`src/rtl/codec_cfg_pkg.sv`:
```
// Shared types and the default power-up register table for the audio codec control sequencer.
package codec_cfg_pkg;

   typedef enum logic [2:0] {
      StIdle,
      StIssue,
      StWait,
      StSettle,
      StNext,
      StReady,
      StFail
   } state_e;

   localparam logic [3:0] I2C_ERR_NONE      = 4'd0;
   localparam logic [3:0] I2C_ERR_ADDR_NACK = 4'd1;
   localparam logic [3:0] I2C_ERR_REG_NACK  = 4'd2;
   localparam logic [3:0] I2C_ERR_DATA_NACK = 4'd3;

   localparam int unsigned CFG_LEN    = 6;
   localparam int unsigned CFG_IDX_W  = $clog2(CFG_LEN);
   localparam int unsigned CFG_REG_W  = 7;
   localparam int unsigned CFG_DATA_W = 9;

   // Power up partially, set format and paths, activate, then release full power.
   localparam logic [CFG_REG_W-1:0] CFG_REG [CFG_LEN] = '{
      7'h06, 7'h07, 7'h04, 7'h05, 7'h09, 7'h06
   };
   localparam logic [CFG_DATA_W-1:0] CFG_DATA [CFG_LEN] = '{
      9'h010, 9'h053, 9'h010, 9'h000, 9'h001, 9'h000
   };

   typedef struct packed {
      logic [CFG_REG_W-1:0]  reg_addr;
      logic [CFG_DATA_W-1:0] data;
   } cfg_entry_t;

   // Indices past the table return an all-zero write.
   function automatic cfg_entry_t cfg_entry(input int unsigned idx);
      cfg_entry_t e;
      e = '0;
      if (idx < CFG_LEN) begin
         e.reg_addr = CFG_REG[idx[CFG_IDX_W-1:0]];
         e.data     = CFG_DATA[idx[CFG_IDX_W-1:0]];
      end
      return e;
   endfunction

endpackage

```
`src/rtl/codec_cfg_sequencer.sv`:
```
// Walks the codec init table through the shared I2C write master with retries and settle
// gaps, then serves manual register writes over a valid/ready handshake.
module codec_cfg_sequencer
   import codec_cfg_pkg::*;
#(
   parameter logic [6:0]  DEV_ADDR      = 7'b0011010,
   parameter int unsigned REG_W         = 7,
   parameter int unsigned DATA_W        = 9,
   parameter int unsigned NUM_ENTRIES   = 6,
   parameter int unsigned MAX_RETRIES   = 3,
   parameter int unsigned SETTLE_CYCLES = 50,
   localparam int unsigned IDX_W        = (NUM_ENTRIES > 1) ? $clog2(NUM_ENTRIES) : 1
) (
   input  logic              CLOCK_50,
   input  logic              rst,
   input  logic              init_start,
   input  logic              cmd_valid,
   output logic              cmd_ready,
   input  logic [REG_W-1:0]  cmd_reg,
   input  logic [DATA_W-1:0] cmd_data,
   output logic              cmd_done,
   output logic [3:0]        cmd_err,
   output logic              init_done,
   output logic              init_fail,
   output logic [IDX_W-1:0]  fail_index,
   output logic [3:0]        fail_code,
   output logic              busy,
   output logic              i2c_start,
   output logic [6:0]        i2c_addr,
   output logic [REG_W-1:0]  i2c_reg,
   output logic [DATA_W-1:0] i2c_data,
   output logic              i2c_rw,
   input  logic              i2c_done,
   input  logic [3:0]        i2c_err
);

   localparam int unsigned RETRY_W  = (MAX_RETRIES > 0) ? $clog2(MAX_RETRIES + 1) : 1;
   localparam int unsigned SETTLE_W = (SETTLE_CYCLES > 0) ? $clog2(SETTLE_CYCLES + 1) : 1;
   localparam logic [IDX_W-1:0]    LAST_IDX   = IDX_W'(NUM_ENTRIES - 1);
   localparam logic [RETRY_W-1:0]  RETRY_MAX  = RETRY_W'(MAX_RETRIES);
   localparam logic [SETTLE_W-1:0] SETTLE_END = SETTLE_W'(SETTLE_CYCLES);

   state_e              state_q, state_d;
   logic [IDX_W-1:0]    idx_q, idx_d;
   logic [RETRY_W-1:0]  retry_q, retry_d;
   logic [SETTLE_W-1:0] settle_q, settle_d;
   logic [3:0]          err_q, err_d;
   logic                manual_q, manual_d;
   logic [REG_W-1:0]    reg_addr_q, reg_addr_d;
   logic [DATA_W-1:0]   data_q, data_d;
   logic                init_done_q, init_done_d;
   logic                init_fail_q, init_fail_d;
   logic [IDX_W-1:0]    fail_index_q, fail_index_d;
   logic [3:0]          fail_code_q, fail_code_d;
   logic                cmd_done_q, cmd_done_d;
   logic [3:0]          cmd_err_q, cmd_err_d;
   logic                start_seq;
   logic                load_entry;
   cfg_entry_t          entry;

   assign start_seq = init_start && (state_q inside {StIdle, StReady, StFail});

   always_comb begin
      state_d      = state_q;
      idx_d        = idx_q;
      retry_d      = retry_q;
      settle_d     = settle_q;
      err_d        = err_q;
      manual_d     = manual_q;
      reg_addr_d   = reg_addr_q;
      data_d       = data_q;
      init_done_d  = init_done_q;
      init_fail_d  = init_fail_q;
      fail_index_d = fail_index_q;
      fail_code_d  = fail_code_q;
      cmd_done_d   = 1'b0;
      cmd_err_d    = cmd_err_q;
      load_entry   = 1'b0;
      entry        = '0;

      if (start_seq) begin
         idx_d       = '0;
         retry_d     = '0;
         manual_d    = 1'b0;
         init_done_d = 1'b0;
         init_fail_d = 1'b0;
         load_entry  = 1'b1;
         state_d     = StIssue;
      end else begin
         unique case (state_q)
            StIdle: ;
            StIssue: state_d = StWait;
            StWait: begin
               if (i2c_done) begin
                  err_d = i2c_err;
                  if (SETTLE_CYCLES == 0) begin
                     state_d = StNext;
                  end else begin
                     settle_d = SETTLE_W'(1);
                     state_d  = StSettle;
                  end
               end
            end
            StSettle: begin
               if (settle_q == SETTLE_END) state_d = StNext;
               else                        settle_d = settle_q + 1'b1;
            end
            StNext: begin
               if (err_q != I2C_ERR_NONE && retry_q < RETRY_MAX) begin
                  retry_d = retry_q + 1'b1;
                  state_d = StIssue;
               end else if (err_q != I2C_ERR_NONE) begin
                  if (manual_q) begin
                     cmd_done_d = 1'b1;
                     cmd_err_d  = err_q;
                     state_d    = StReady;
                  end else begin
                     init_fail_d  = 1'b1;
                     fail_index_d = idx_q;
                     fail_code_d  = err_q;
                     state_d      = StFail;
                  end
               end else if (manual_q) begin
                  cmd_done_d = 1'b1;
                  cmd_err_d  = I2C_ERR_NONE;
                  state_d    = StReady;
               end else if (idx_q == LAST_IDX) begin
                  init_done_d = 1'b1;
                  state_d     = StReady;
               end else begin
                  idx_d      = idx_q + 1'b1;
                  retry_d    = '0;
                  load_entry = 1'b1;
                  state_d    = StIssue;
               end
            end
            StReady: begin
               if (cmd_valid) begin
                  reg_addr_d = cmd_reg;
                  data_d     = cmd_data;
                  retry_d    = '0;
                  manual_d   = 1'b1;
                  state_d    = StIssue;
               end
            end
            StFail: ;
            default: state_d = StIdle;
         endcase
      end

      if (load_entry) begin
         entry      = cfg_entry(32'(idx_d));
         reg_addr_d = REG_W'(entry.reg_addr);
         data_d     = DATA_W'(entry.data);
      end
   end

   always_ff @(posedge CLOCK_50) begin
      if (rst) begin
         state_q      <= StIdle;
         idx_q        <= '0;
         retry_q      <= '0;
         settle_q     <= '0;
         err_q        <= '0;
         manual_q     <= 1'b0;
         reg_addr_q   <= '0;
         data_q       <= '0;
         init_done_q  <= 1'b0;
         init_fail_q  <= 1'b0;
         fail_index_q <= '0;
         fail_code_q  <= '0;
         cmd_done_q   <= 1'b0;
         cmd_err_q    <= '0;
      end else begin
         state_q      <= state_d;
         idx_q        <= idx_d;
         retry_q      <= retry_d;
         settle_q     <= settle_d;
         err_q        <= err_d;
         manual_q     <= manual_d;
         reg_addr_q   <= reg_addr_d;
         data_q       <= data_d;
         init_done_q  <= init_done_d;
         init_fail_q  <= init_fail_d;
         fail_index_q <= fail_index_d;
         fail_code_q  <= fail_code_d;
         cmd_done_q   <= cmd_done_d;
         cmd_err_q    <= cmd_err_d;
      end
   end

   assign cmd_ready  = (state_q == StReady) && !init_start;
   assign busy       = !(state_q inside {StIdle, StReady, StFail});
   assign i2c_start  = (state_q == StIssue);
   assign i2c_addr   = DEV_ADDR;
   assign i2c_rw     = 1'b0;
   assign i2c_reg    = reg_addr_q;
   assign i2c_data   = data_q;
   assign cmd_done   = cmd_done_q;
   assign cmd_err    = cmd_err_q;
   assign init_done  = init_done_q;
   assign init_fail  = init_fail_q;
   assign fail_index = fail_index_q;
   assign fail_code  = fail_code_q;

endmodule
```
`config.mk`:
```
export PLATFORM = sky130hd
export DESIGN_NAME = codec_cfg_sequencer
export DESIGN_NICKNAME = d
export VERILOG_FILES = /design/src/rtl/codec_cfg_pkg.sv /design/src/rtl/codec_cfg_sequencer.sv
export SDC_FILE = /design/constraint.sdc
export NUM_CORES = 1
export LEC_CHECK = 0
export ABC_AREA = 1
export CORE_MARGIN = 2
export CORE_UTILIZATION = 51
export CTS_CLUSTER_DIAMETER = 200
export DETAILED_ROUTE_END_ITERATION = 10
export GPL_TIMING_DRIVEN = 0
export HOLD_SLACK_MARGIN = 0.15
export PLACE_DENSITY = 0.92
export SLEW_MARGIN = 20
export SYNTH_ARGS = -nofsm -noshare
export SYNTH_HDL_FRONTEND = slang
export SYNTH_SLANG_ARGS = --single-unit
```
`constraint.sdc`:
```
create_clock -name CLOCK_50 -period 4.6 [get_ports CLOCK_50]
set_input_delay 0.92 -clock CLOCK_50 [delete_from_list [all_inputs] [get_ports CLOCK_50]]
set_output_delay 0.92 -clock CLOCK_50 [all_outputs]
set_load 0.02 [all_outputs]
```
==> After elaboration in Yosys (flattened, before gate mapping) <==
Memory sizes are Yosys's and may differ from the RTL's.
Cells that the tools add are included.
{ "totals": {"ff_bits": 49, "memories": 2, "mem_bits_ro": 128, "word_cells": 124, "out_inout_bits": 41} }
{ "op_classes": {"muxes": 48, "addsub": 3, "bitwise": 7, "n_lt_le_gt_ge": 3, "reduce_logical": 26, "n_eq_ne": 20} }
{ "memory_table": {"columns": ["memory", "words", "word_bits", "rd", "rd_ports_with_merged_regs", "wr", "line_no", "text"], "rows": [
  ["(name not given)", 8, 9, 1, 0, 0, "codec_cfg_pkg.sv:43", "e.data = CFG_DATA[idx[CFG_IDX_W-1:0]];"],
  ["(name not given)", 8, 7, 1, 0, 0, "codec_cfg_pkg.sv:42", "e.reg_addr = CFG_REG[idx[CFG_IDX_W-1:0]];"]
]} }
{ "ops": {"columns": ["cell", "count"], "rows": [
  ["$mux 9", 6],
  ["$mux 7", 6],
  ["$mux 3", 13],
  ["$reduce_and 4->1", 5],
  ["$ne 3x3->1 const B", 6],
  ["$pmux 3 s6", 1],
  ["$mux 16", 1],
  ["$reduce_and 5->1", 3],
  ["$eq 3x3->1 const B", 4],
  ["$mux 2", 6],
  ["$mux 4", 3],
  ["$mux 6", 2],
  ["$pmux 6 s2", 1],
  ["$mux 1", 8],
  ["$ne 2x2->1 const B", 4],
  ["$reduce_bool 2->1", 4],
  ["$add 6x1->6 const B", 1],
  ["$eq 3x2->1 const B", 2],
  ["$eq 6x6->1 const B", 1],
  ["$not 1->1", 6],
  ["$reduce_and 3->1", 2],
  ["$ge 4x4->1 const B", 1],
  ["$ne 2x1->1 const B", 2],
  ["$not 3->4", 1],
  ["other kinds (14)", 18]
]} }

==> Logic depth before layout (Yosys ltp) <==
Gate-level depths: netlist of the first run.
{ "depth": {"depth_word": 13, "mapped_depth": 13, "mapped_depth_nobuf": 13} }

==> Worst setup path after synthesis of the first run <==
No wires, ideal clock.
{ "synth_timing": {"path_type": "in2out", "start": "in init_start", "end": "out cmd_ready", "t_arrival_ns": 1.213, "stages": 1, "t_required_ns": 3.680, "path_slack_ns": 2.467, "cell_sequence": "nor2_1"} }
{ "synth_via": {"elab_chain_len": 2} }
{ "synth_lines": {"columns": ["element", "line_no", "text"], "rows": [
  ["from (decl)", "codec_cfg_sequencer.sv:16", "input logic init_start,"],
  ["$logic_not 1->1", "codec_cfg_sequencer.sv:192", "assign cmd_ready = (state_q == StReady) && !init_start;"],
  ["$logic_and 1x1->1", "codec_cfg_sequencer.sv:192", null],
  ["to (decl)", "codec_cfg_sequencer.sv:18", "output logic cmd_ready,"]
]} }
No other way between the ends.

==> Worst setup path after layout of the first run <==
Ends and elaborated chain as after synthesis.

==> results of run 1 <==
worst max-delay path, stage by stage:
cell and delay [ns]:
sky130_fd_sc_hd__clkdlybuf4s50_1 0.51, sky130_fd_sc_hd__nor2_1 0.14, sky130_fd_sc_hd__clkdlybuf4s50_1 0.61
metrics by stage:
step                std cells  hold WS (ns)
floorplan                 318         0.465
global placement          427         0.431
detailed placement        427         0.435
CTS                       434         0.448
global route              434         0.475
finish                    434         0.445
kinds of logic (layout without fill, tap and decap cells):
logic type,count (synthesis),count (layout),synth area share (%)
AO/OA/AOI/OAI,74,74,16.7
other,2,8,0.314
flip-flops,49,49,41.0
XOR/XNOR,2,2,0.732
adder cells (fa/ha/maj),7,7,3.66
buffers and inverters,44,108,8.57
AND/OR/NAND/NOR,134,134,29.1
power groups by stage:
stage	logic [mW]	registers, mW	clock network, mW
global placement	0.425	0.500	0
finish	0.441	0.492	0.297
floorplan	0.268	0.529	0
global route	0.486	0.497	0.313
CTS	0.440	0.491	0.299
detailed placement	0.434	0.501	0
cell usage after synthesis, types with 3 or more instances:
cell	count
sky130_fd_sc_hd__nor2_4	4
sky130_fd_sc_hd__nand2_2	8
sky130_fd_sc_hd__a21oi_1	32
sky130_fd_sc_hd__buf_4	8
sky130_fd_sc_hd__inv_2	7
sky130_fd_sc_hd__nand2_4	5
sky130_fd_sc_hd__nor2_2	5
sky130_fd_sc_hd__inv_4	3
sky130_fd_sc_hd__o21ai_0	32
sky130_fd_sc_hd__dfxtp_1	49
sky130_fd_sc_hd__nand3_2	3
sky130_fd_sc_hd__ha_1	7
sky130_fd_sc_hd__nand2_1	45
sky130_fd_sc_hd__inv_1	22
sky130_fd_sc_hd__nor2_1	45
sky130_fd_sc_hd__nand3_1	10
metal layers:
| layer | part of all wire (%) | vias up | GRT usage (%) |
|---|---|---|---|
| met5 | 0 | - | 0 |
| met1 | 42 | 1013 | 26.8 |
| met2 | 51 | 75 | 38.8 |
| met4 | 1.2 | 0 | 6.38 |
| met3 | 5.4 | 6 | 3.47 |
| li1 | - | 1136 | - |
cell type report:
type | count | area (um2) | share of cell area [%]
Buffer | 12 | 77.6 | 2.46
Clock buffer | 5 | 68.8 | 2.18
Clock inverter | 2 | 35.0 | 1.11
Inverter | 32 | 128 | 4.04
Multi-Input combinational cell | 225 | 1230 | 39.0
Sequential cell | 49 | 981 | 31.1
Tap cell | 52 | 65.1 | 2.06
Timing Repair Buffer | 57 | 571 | 18.1
how the worst max path moves through the flow:
| stage | startpoint | end | slack, ns | cells past startpoint |
|---|---|---|---|---|
| after floorplan | init_start | cmd_ready | 2.47 | 1 |
| final | init_start | cmd_ready | 1.50 | 3 |
| after global placement | init_start | cmd_ready | 1.50 | 3 |
| after CTS | init_start | cmd_ready | 1.49 | 3 |
| after detailed placement | init_start | cmd_ready | 1.50 | 3 |
| after global routing | init_start | cmd_ready | 1.43 | 3 |
==> results.md, run 1 <==
## Status
• **run status** finished clean

## CTS
• **clock buffer count from CTS** 5
• **clock-pin slew on the worst setup and hold paths** 0.08 ns
• **clock tree from TritonCTS** done
• **buffer cell driving the clock tree root** sky130_fd_sc_hd__clkbuf_8
• **CTS hold repair buffers** 0
• **H-tree levels** 2
• **post-cts repair resize count** 0
• **Post CTS Setup Buffer Count** 0
• **later-pin clock latency in the skew report** 0.30 ns
• **deepest clock path buffer count** 2
• **Num Clock Sinks** 49

## Floorplan
• **core footprint** 4440 um2
• **row cnt** 24
• **DIE AREA** 5260 um2
• **initial core utilization** 53.9%
• **die width** 72.5 um
• **I/O pins** 66
• **floorplan die height** 72.5 um

## Yosys
• **sequential share of the synthesized area** 41.0%
• **cell count after synthesis** 312
• **Most used DFF post-synth** sky130_fd_sc_hd__dfxtp_1
• **cell type contributing the most total cell area after synthesis** sky130_fd_sc_hd__dfxtp_1
• **area fraction of the dominant cell type after synthesis** 41.0%
• **top area cells in the synthesized netlist** sky130_fd_sc_hd__dfxtp_1 41%, sky130_fd_sc_hd__nand2_1 7.1%, sky130_fd_sc_hd__nor2_1 7.1%
• **Post-Synthesis Mean Instance Area** 7.67 um2
• **count of unique library cells instantiated by Yosys** 36
• **number of flip-flops and latches in the synthesized netlist** 49
• **Mapped Area** 2390 um2
• **Async SR Flop Fraction** 0%
• **number of synthesized flops with an enable pin** 0
• **count of yosys warnings during synthesis** 0

## Timing
• **final-report max-slew violation count** 0
• **Worst Setup Slack, final** 1.50 ns
• **Min Clock Period, post-route** 3.10 ns
• **Max Clock Freq** 322 MHz
• **setup repair after global routing missed its margin** no
• **endpoints failing setup** 0
• **post-route clock period utilization** 67.4%
• **Max Clock Skew** 0.00448 ns
• **number of hold violations in the final report** 0
• **post-route setup TNS** 0 ns

## Finish
• **cell area after layout** 3160 um2
• **antenna cells** 0
• **fillers** 333
• **most frequent standard cell in the layout excluding fill and tap cells** sky130_fd_sc_hd__clkdlybuf4s50_1
• **Synth-to-Final Area Change** 31.8%
• **leading cell types in the layout, fill and taps excluded** 57 x sky130_fd_sc_hd__clkdlybuf4s50_1, 49 x sky130_fd_sc_hd__dfxtp_1, 45 x sky130_fd_sc_hd__nand2_1, 45 x sky130_fd_sc_hd__nor2_1
• **final-stage net count** 414
• **share of the core filled with cells in the final layout** 71.0%
• **share of layout cells above drive strength 1** 15.2%
• **flip-flop count of the largest register, all copies and words added** 9

## Route
• **wire length reported by the detailed router** 5.33 mm
• **vias per cell** 5.14
• **remaining design rule violation count** 0
• **number of DRC markers in iteration 0** 176
• **first drt pass iteration count** 5
• **Via Count** 2230
• **number of nets with antenna violations after detailed routing** 0
• **Avg WL per Cell** 12.3 um

## Power
• **design internal power** 789 uW
• **Seq pwr share** 40.0%
• **logic gate share of total power** 35.9%
• **total power per unit cell area** 390 nW/um2
• **total net switching power** 440 uW
• **switching share of power** 35.8%
• **overall power** 1.23 mW
• **static leakage power** 1.29 nW
• **part of the total power dissipated in the clock network** 24.1%
• **maximum vdd ir drop** 253 uV

## Global route
• **GRT Overall Usage** 21.7%
• **number of global-route vias before repair** 2078
• **global-route wire length before repair** 9.14 mm
• **initial antenna violation count** 0
• **largest net degree at the start of global routing** 15
• **gr ovfl total** 0

## Place
• **final weighted congestion of routability-driven global placement** 0.818
• **number of port buffers** 57
• **total half-perimeter wirelength after legalization and detailed placement** 3.96 mm
• **post-place instance area** 3050 um2
• **setup slack at placement** 1.50 ns

## Setup path
• **endpoint of the lowest-slack register-to-register path** i2c_reg[0]$_SDFFE_PP0P_
• **depth of the worst register-to-register path** 12
• **required time at the endpoint of the critical path** 3.68 ns
• **maximum fanout along the worst path** 2
• **startpoint of the lowest-slack register-to-register path** idx_q[1]$_SDFF_PP0_
• **worst setup path class** in -> out
• **Worst R2R Setup Slack** 2.76 ns
• **arrival time of data at the critical path endpoint** 2.18 ns
• **type of destination of the critical path** output pin
• **CP startpoint kind** primary input

## Worst hold path
• **class of the tightest hold or removal check** reg -> reg
• **instance count along the most critical hold path** 2
• **min-delay src** cmd_err[3]$_SDFFE_PP0P_
• **Worst Hold Path EP** cmd_err[3]$_SDFFE_PP0P_

## Run
• **number of maximum-capacitance violations** 0

Note: power is estimated with default switching activity, not from simulation.
==> run 2: changes to the inputs <==
--- a/config.mk
+++ b/config.mk
@@ -7,12 +7,12 @@
 export LEC_CHECK = 0
 export ABC_AREA = 1
 export CORE_MARGIN = 2
-export CORE_UTILIZATION = 51
+export CORE_UTILIZATION = 48
 export CTS_CLUSTER_DIAMETER = 200
 export DETAILED_ROUTE_END_ITERATION = 10
 export GPL_TIMING_DRIVEN = 0
 export HOLD_SLACK_MARGIN = 0.15
-export PLACE_DENSITY = 0.92
+export PLACE_DENSITY = 0.88
 export SLEW_MARGIN = 20
 export SYNTH_ARGS = -nofsm -noshare
 export SYNTH_HDL_FRONTEND = slang
==> constraint.sdc (replaced) <==
create_clock -name CLOCK_50 -period 2.9 [get_ports CLOCK_50]
set_input_delay 0.58 -clock CLOCK_50 [delete_from_list [all_inputs] [get_ports CLOCK_50]]
set_output_delay 0.58 -clock CLOCK_50 [all_outputs]
set_load 0.02 [all_outputs]
==> run 2 against run 1 <==
Effect of this change:
- hold slack improved by 0.014 ns
- global-route usage decreased by 1.8 points
- cell count increased by 3.5%
- via count increased by 0.67%
- sequential share of layout area about the same
- critical path depth unchanged
- combinational power increased by 59%
==> results.md, run 2 (synthesized netlist as in run 1, its figures left out) <==
## Status
• **run status** finished clean

## Global route
• **largest net degree at the start of global routing** 14
• **met1 track demand over resource in global routing** 24.3%
• **initial antenna violation count** 0
• **number of global-route vias before repair** 2017
• **met2 track demand over resource in global routing** 34.6%
• **met3 capacity usage during global routing** 3.61%
• **GRT Overall Usage** 19.9%
• **gr ovfl total** 0
• **global-route wire length before repair** 8.66 mm
• **layer with the highest usage** met2

## Power
• **total power per unit cell area** 597 nW/um2
• **maximum vdd ir drop** 402 uV
• **static leakage power** 1.28 nW

## Setup path
• **CP startpoint kind** primary input
• **Critical Path Sink** cmd_ready
• **crit-path leading delay family** buffers and inverters
• **endpoint of the lowest-slack register-to-register path** i2c_reg[0]$_SDFFE_PP0P_
• **required time at the endpoint of the critical path** 2.32 ns
• **critical path's slowest cell** sky130_fd_sc_hd__clkdlybuf4s50_1
• **crit-path most repeated cell** sky130_fd_sc_hd__clkdlybuf4s50_1
• **worst setup path class** in -> out
• **type of destination of the critical path** output pin
• **maximum fanout along the worst path** 2
• **number of buffer and inverter stages on the critical path** 2
• **arrival time of data at the critical path endpoint** 1.84 ns
• **Worst R2R Setup Slack** 1.08 ns
• **sequence of cells on the critical path** clkdlybuf4s50_1, nor2_1, clkdlybuf4s50_1
• **startpoint of the lowest-slack register-to-register path** idx_q[1]$_SDFF_PP0_
• **depth of the worst register-to-register path** 12
• **Worst path max stage delay** 0.61 ns
• **launch point of the worst path** init_start
• **Crit. path cell count** 3

## Timing
• **setup repair after global routing missed its margin** no
• **Min Clock Period, post-route** 2.42 ns
• **Max Clock Freq** 413 MHz
• **post-route setup TNS** 0 ns
• **worst slack on hold paths** 0.459 ns
• **post-route clock period utilization** 83.6%
• **final-report max-slew violation count** 0
• **number of hold violations in the final report** 0
• **Worst Setup Slack, final** 0.477 ns
• **endpoints failing setup** 0
• **Max Clock Skew** 0.00623 ns

## CTS
• **clock-pin slew on the worst setup and hold paths** 0.08 ns
• **Post CTS Setup Buffer Count** 0
• **clock buffer count from CTS** 5
• **clock tree from TritonCTS** done
• **H-tree levels** 2
• **Num Clock Sinks** 49
• **buffer cell driving the clock tree root** sky130_fd_sc_hd__clkbuf_8
• **later-pin clock latency in the skew report** 0.30 ns
• **post-cts repair resize count** 0
• **deepest clock path buffer count** 2
• **CTS hold repair buffers** 0

## Floorplan
• **I/O pins** 66
• **DIE AREA** 5570 um2
• **core footprint** 4750 um2
• **die width** 74.6 um
• **initial core utilization** 50.3%
• **row cnt** 25
• **floorplan die height** 74.6 um

## Route
• **first drt pass iteration count** 4
• **number of DRC markers in iteration 0** 122
• **Via Count** 2245
• **remaining design rule violation count** 0
• **vias per cell** 5.00
• **wire length reported by the detailed router** 5.31 mm
• **number of nets with antenna violations after detailed routing** 0
• **Avg WL per Cell** 11.8 um

## Place
• **total half-perimeter wirelength after legalization and detailed placement** 4.00 mm
• **DP Cell Count** 442
• **setup slack at placement** 0.481 ns
• **final weighted congestion of routability-driven global placement** 0.825
• **number of port buffers** 57

## Finish
• **fillers** 410
• **share of layout cells above drive strength 1** 14.9%
• **share of the core filled with cells in the final layout** 66.4%
• **final-stage net count** 414
• **fin cells** 449
• **Synth-to-Final Area Change** 31.9%
• **most frequent standard cell in the layout excluding fill and tap cells** sky130_fd_sc_hd__clkdlybuf4s50_1
• **leading cell types in the layout, fill and taps excluded** 57 x sky130_fd_sc_hd__clkdlybuf4s50_1, 49 x sky130_fd_sc_hd__dfxtp_1, 45 x sky130_fd_sc_hd__nand2_1, 45 x sky130_fd_sc_hd__nor2_1
• **antenna cells** 0
• **flip-flop count of the largest register, all copies and words added** 9

## Worst hold path
• **class of the tightest hold or removal check** reg -> reg

## Run
• **number of maximum-capacitance violations** 0

run 2: cell types whose count changed in the layout (fill, tap and decap cells not counted), sizes merged:
cell	before	now
clkinv	1	0
bufinv	1	0
clkbuf	7	9
run 2: power by group:
part	internal (mW)	leakage [nW]	switching, mW	total (mW)
clock network	0.190	0.0443	0.213	0.403
logic	0.265	0.839	0.436	0.702
registers	0.736	0.397	0.0450	0.781
total	1.19	1.28	0.695	1.89
run 2: layer usage:
layer,wire (um),share of wire (%)
met5,0,0
met4,121,2.3
met3,226,4.3
met2,2700,51
met1,2260,43
run 2: final cells by class:
class	instances	area (um2)	share of cell area, %
Buffer	12	77.6	2.46
Clock buffer	7	86.3	2.73
Inverter	32	128	4.04
Sequential cell	49	981	31.1
Tap cell	67	83.8	2.66
Timing Repair Buffer	57	571	18.1
Multi-Input combinational cell	225	1230	39.0
run 2: how the worst min path moves through the flow:
stage	startpoint	to	slack [ns]	depth (start not counted)
floorplan	settle_q[0]$_SDFFE_PP0P_	settle_q[0]$_SDFFE_PP0P_	0.46	1
global placement	cmd_err[3]$_SDFFE_PP0P_	cmd_err[3]$_SDFFE_PP0P_	0.43	2
detailed placement	cmd_err[0]$_SDFFE_PP0P_	cmd_err[0]$_SDFFE_PP0P_	0.45	2
CTS	cmd_err[0]$_SDFFE_PP0P_	cmd_err[0]$_SDFFE_PP0P_	0.46	2
global route	cmd_err[3]$_SDFFE_PP0P_	cmd_err[3]$_SDFFE_PP0P_	0.48	2
finish	cmd_err[3]$_SDFFE_PP0P_	cmd_err[3]$_SDFFE_PP0P_	0.46	2
run 2: worst min-delay path, cell delays in order (launching register included):
cell                      delay [ns]
sky130_fd_sc_hd__dfxtp_1        0.32
sky130_fd_sc_hd__inv_1          0.05
sky130_fd_sc_hd__a21oi_1        0.05
run 2: stage by stage:
step	power (mW)	area (um2)
6_report	1.89	3160
3_3_place_gp	1.47	3070
4_1_cts	1.89	3160
5_1_grt	1.99	3160
2_1_floorplan	1.26	2420
3_5_place_dp	1.49	3070
==> patch 1: new RTL, settings of run 2 <==
`MAX_RETRIES`: 3 -> 5.
--- a/src/rtl/codec_cfg_sequencer.sv
+++ b/src/rtl/codec_cfg_sequencer.sv
@@ -8,5 +8,5 @@
    parameter int unsigned DATA_W        = 9,
    parameter int unsigned NUM_ENTRIES   = 6,
-   parameter int unsigned MAX_RETRIES   = 3,
+   parameter int unsigned MAX_RETRIES   = 5,
    parameter int unsigned SETTLE_CYCLES = 50,
    localparam int unsigned IDX_W        = (NUM_ENTRIES > 1) ? $clog2(NUM_ENTRIES) : 1
Behaviour: same outputs for any inputs over 10 cycles, from zero or initial values and one cycle with rst high; that may be too few to reach the edited logic, so the function may still have changed.
==> patch 1 against run 2 <==
Sequential cell count increased by 1. Wire length increased by 4.5%. Clock skew decreased by 0.0013 ns. Worst setup slack improved by 0.021 ns. Area after synthesis decreased by 1.5%. Final area decreased by 0.32%. Combinational power decreased by 47%. Power decreased by 14%.
==> patch 1: results (changes against run 2) <==
Avg WL per Cell=11.97 µm (was 11.84 µm); overall routing resource usage=20.91% (was 19.93%); CTS-repair resized insts=0 (unchanged); reg2reg setup slack=0.89 ns (was 1.08 ns); Worst-path clk slew=approximately 0.090 ns; Cell variety after synth=26 (was 36); Hold Startpoint=cmd_err[3]$_SDFFE_PP0P_ (unchanged); CP max-delay cell=clkdlybuf4s50_1 (unchanged); largest cells by area after synthesis=dfxtp_1, nand2_1, a21oi_1 (was dfxtp_1, nand2_1, nor2_1); worst path arrival time=1.82 ns (was 1.84 ns); first-pass GRT wire length=9011 µm (was 8659 µm); via/cell ratio=5.045 (was 5.000); htree depth=2 (unchanged); max reg flops=9 (unchanged); synth cell count leaders=nand2_1, dfxtp_1, a21oi_1, o21ai_0, inv_1 (was dfxtp_1, nand2_1, nor2_1, a21oi_1, o21ai_0); share of layout cells above drive strength 1=8.564% (was 14.92%); Hold Crit Depth=2 (unchanged); crit path max fanout=6 (was 2); initial antenna violation count=0 (unchanged); worst r2r dst=i2c_reg[0]$_SDFFE_PP0P_ (unchanged); Final HPWL DP=4194 µm (was 4002 µm); Routability Congestion=0.8441 (was 0.8249); DP Cell Count=456 (was 442); leakage=1.294 nW (was 1.280 nW); post-route clock skew=0.004943 ns (was 0.006227 ns); cts bufs inserted=5 (unchanged); worst flop-to-flop path startpoint=idx_q[1]$_SDFF_PP0_ (unchanged); largest net degree at the start of global routing=17 (was 14); Largest stage delay, worst path=0.59 ns (was 0.61 ns); via count of the first global-routing pass=2,111 (was 2,017); Post-CTS Setup Inserts=0 (unchanged); hold crit path type=reg -> reg (unchanged); status=finished clean (unchanged); sw frac=30.01% (was 36.84%); final wirelength=5554 µm (was 5314 µm); ys async rst share=0% (unchanged); post-synthesis sequential area ratio=42.46% (was 40.98%); Max VDD drop=292.3 µV (was 402.0 µV); root buf cell=clkbuf_8 (unchanged); clock latency on the worst-skew pair=0.30 ns (about the same); DR iter-0 viols=179 (was 122); Mapped Avg Cell Area=7.231 µm² (was 7.672 µm²); fill cell count=413 (was 410); Final Net Count=428 (was 414); placed inst area=3034 µm² (was 3070 µm²); delay-heaviest family, CP=buffers and inverters (unchanged)
==> patch 1: cell count changes after synthesis, sizes merged, moves of 3 or more <==
cell   delta
nand3     +3
nand2     +3
a21oi     +5
nor2     -18
inv       +9
o21ai     +5
nor3      +3
==> patch 1: metrics by stage <==
stage / hold WS [ns] / setup WS, ns / utilization, %
after global placement: 0.4323 / 0.5884 / 64.24
after floorplan: 0.4647 / 1.174 / -
after CTS: 0.4511 / 0.4981 / 66.62
final: 0.4484 / 0.4974 / 66.62
after global routing: 0.4619 / 0.3868 / 66.62
after detailed placement: 0.4366 / 0.5845 / 64.24
==> patch 1: layer usage <==
layer / routed length (µm) / track usage, % / part of all wire, % / vias up
met5: 0 / 0 / 0 / -
met4: 114 / 7.879 / 2.1 / 0
met3: 288 / 3.388 / 5.2 / 10
met2: 2672 / 35.71 / 48 / 74
met1: 2478 / 26.55 / 45 / 1071
li1: - / - / - / 1186
==> patch 1: worst max-delay path by stage <==
stage / startpoint / endpoint / slack [ns] / cells after the start
after floorplan: idx_q[1]$_SDFF_PP0_ / i2c_reg[0]$_SDFFE_PP0P_ / 1.17 / 12
after global placement: init_start / cmd_ready / 0.59 / 3
after detailed placement: init_start / cmd_ready / 0.58 / 3
after CTS: state_q[1]$_SDFFE_PP0P_ / busy / 0.50 / 7
after global routing: state_q[2]$_SDFFE_PP0P_ / cmd_ready / 0.39 / 5
final: state_q[1]$_SDFFE_PP0P_ / busy / 0.50 / 7
==> patch 1: final cells by class <==
class	instances	share of cell area, %
clock inverter	3	1.392
tap	67	2.664
multi-input combinational	228	36.06
clock buffer	5	2.187
buffer	13	2.863
timing repair buffer	57	18.13
sequential	50	31.81
inverter	41	4.891
==> patch 1: kinds of logic after synthesis <==
group / count (synthesis) / share of synthesized area, %
flip-flops: 50 / 42.46
AND/OR/NAND/NOR: 128 / 24.42
AO/OA/AOI/OAI: 83 / 17.99
adder cells (fa/ha/maj): 7 / 3.715
other: 2 / 0.3186
XOR/XNOR: 2 / 0.7432
buffers and inverters: 54 / 10.35
==> patch 1: power by group through the flow <==
stage / sequential [mW] / combinational [mW] / clock [mW]
floorplan: 0.785 / 0.205 / 0
global placement: 0.759 / 0.362 / 0
detailed placement: 0.762 / 0.370 / 0
CTS: 0.746 / 0.373 / 0.508
global route: 0.749 / 0.416 / 0.533
finish: 0.746 / 0.375 / 0.500
==> patch 1: worst reg2reg max path, cell delays in order, from the launching register on <==
cell	delay (ns)
dfxtp_1	0.34
inv_1	0.07
ha_1	0.20
a21oi_1	0.23
nand3_1	0.13
nand2_1	0.07
nand2_1	0.09
nor2_1	0.19
inv_1	0.10
ha_1	0.29
inv_1	0.06
nand2_1	0.05
a21oi_1	0.11
==> patch 2: new RTL, config.mk and constraints of run 2 <==
Without the edit above. Put one more register stage on the output `cmd_err`, cleared by the reset. The value now appears one clock later. The other outputs are not delayed to match.
--- a/src/rtl/codec_cfg_sequencer.sv
+++ b/src/rtl/codec_cfg_sequencer.sv
@@ -198,5 +198,11 @@
    assign i2c_data   = data_q;
    assign cmd_done   = cmd_done_q;
-   assign cmd_err    = cmd_err_q;
+   always_ff @(posedge CLOCK_50) begin
+      if (rst) begin
+         cmd_err <= '0;
+      end else begin
+         cmd_err <= cmd_err_q;
+      end
+   end
    assign init_done  = init_done_q;
    assign init_fail  = init_fail_q;
Check against the original RTL: no difference found for any inputs over 10 cycles, from zero or initial values and one cycle with rst high; that may be too few to reach the edited logic, so the function may still have changed.
==> patch 2 against run 2 <==
Final area is 3.3% higher. Synthesized cell count increased by 4.5%. Power grew 25%. Clock power is 25% higher. Worst setup slack got worse by 0.053 ns. Wire length increased by 4.6%. Sequential cell count grew 4. Area after synthesis rose by 3.2%. Critical endpoint unchanged. Largest cell class unchanged. Largest power group is now combinational cells. Highest routed layer unchanged.
==> patch 2: results (changes against run 2) <==
DR iter-0 viols=138 (was 122); Worst-path clk slew=0.09 ns; Post-CTS Setup Inserts=0 (unchanged); post-route clock skew=0.007277 ns (was 0.006227 ns); Routability Congestion=0.9118 (was 0.8249); mux share of post-synthesis cell area=0% (unchanged); cts bufs inserted=5 (unchanged); Clock Path Buffers=2 (unchanged); root buf cell=clkbuf_8 (unchanged); Cell variety after synth=31 (was 36); overall routing resource usage=19.59% (was 19.93%); via count=2,318 (was 2,245); DP Cell Count=459 (was 442); Avg WL per Cell=11.91 µm (was 11.84 µm); Crit path buffers/inverters=2 (unchanged); Max VDD drop=303.5 µV (was 402.0 µV); largest cells by area after synthesis=dfxtp_1, o21ai_0, nand2_1 (was dfxtp_1, nand2_1, nor2_1); Setup WS pre-CTS=0.4559 ns (was 0.4809 ns); share of layout cells above drive strength 1=11.59% (was 14.92%); largest net degree at the start of global routing=17 (was 14); TritonRoute pass-1 iters=4 (unchanged); fill cell count=429 (was 410); port bufs=57 (unchanged); CTS-repair resized insts=0 (unchanged); crit path max fanout=2 (unchanged); Final Net Count=428 (was 414); CP max-delay cell=clkdlybuf4s50_1 (unchanged); htree depth=2 (unchanged); largest family of logic cells by synthesized area=simple AND/OR/NAND/NOR gates (unchanged); Post-Synth Adder-Cell Area=3.546% (was 3.659%); Mapped Avg Cell Area=7.576 µm² (was 7.672 µm²); via/cell ratio=4.964 (was 5.000); worst path arrival time=1.90 ns (was 1.84 ns); Synth top area share=42.96% (was 40.98%); Largest stage delay, worst path=0.64 ns (was 0.61 ns); ANT cells=0 (unchanged); max reg flops=9 (unchanged); first-pass GRT wire length=8707 µm (was 8659 µm); Compound-Gate Fraction of Synth Area=15.91% (was 16.68%); Final HPWL DP=4140 µm (was 4002 µm); leakage=1.363 nW (was 1.280 nW); post-synthesis sequential area ratio=42.96% (was 40.98%); synth cell count leaders=dfxtp_1, nand2_1, nor2_1, o21ai_0, a21oi_1 (was dfxtp_1, nand2_1, nor2_1, a21oi_1, o21ai_0); post-synthesis xor/xnor area fraction=0.7092% (was 0.7318%); status=finished clean (unchanged); via count of the first global-routing pass=2,024 (was 2,017); placed inst area=3151 µm² (was 3070 µm²); Yosys warning count=0 (unchanged)
## patch 2: final timing paths
check                             from                 endpoint  slack (ns)  cells after the start
min          cmd_err_q[2]$_SDFFE_PP0P_    cmd_err[2]$_SDFF_PP0_        0.43                      2
min reg2reg  cmd_err_q[2]$_SDFFE_PP0P_    cmd_err[2]$_SDFF_PP0_        0.43                      2
max                         init_start                cmd_ready        0.42                      3
max reg2reg        idx_q[1]$_SDFF_PP0_  i2c_reg[0]$_SDFFE_PP0P_        0.80                     14
## patch 2: where the power goes
part           switching (mW)  total, mW  internal, mW
sequential             0.0661      0.880         0.813
clock                   0.245      0.505         0.259
combinational           0.622      0.979         0.357
total                   0.933       2.36          1.43
## patch 2: tightest hold or removal path, cell delays in order, from the launching register on
cell	delay [ns]
dfxtp_1	0.31
inv_1	0.06
nor2_1	0.04
## patch 2: logic make-up (layout without fill, tap and decap cells)
logic type               count (synthesis)  count (layout)
AO/OA/AOI/OAI                           75              75
AND/OR/NAND/NOR                        136             136
adder cells (fa/ha/maj)                  7               7
XOR/XNOR                                 2               2
buffers and inverters                   51             116
flip-flops                              53              53
other                                    2               8
## patch 2: layer usage
metal	part of all wire [%]	wire [µm]	GRT usage (%)	vias up
met5	0	0	0	-
met4	1.3	73	5.848	0
met3	4.2	234	3.968	7
met2	51	2852	33.53	62
met1	43	2401	24.96	1070
li1	-	-	-	1179
## patch 2: final cells by class
type / count / area, µm² / area share [%]
Multi-Input combinational cell: 228 / 1196 / 36.67
Tap cell: 70 / 87.58 / 2.685
Clock buffer: 6 / 72.57 / 2.225
Timing Repair Buffer: 57 / 570.5 / 17.49
Inverter: 38 / 147.6 / 4.526
Sequential cell: 53 / 1061 / 32.53
Clock inverter: 2 / 38.79 / 1.189
Buffer: 13 / 87.58 / 2.685
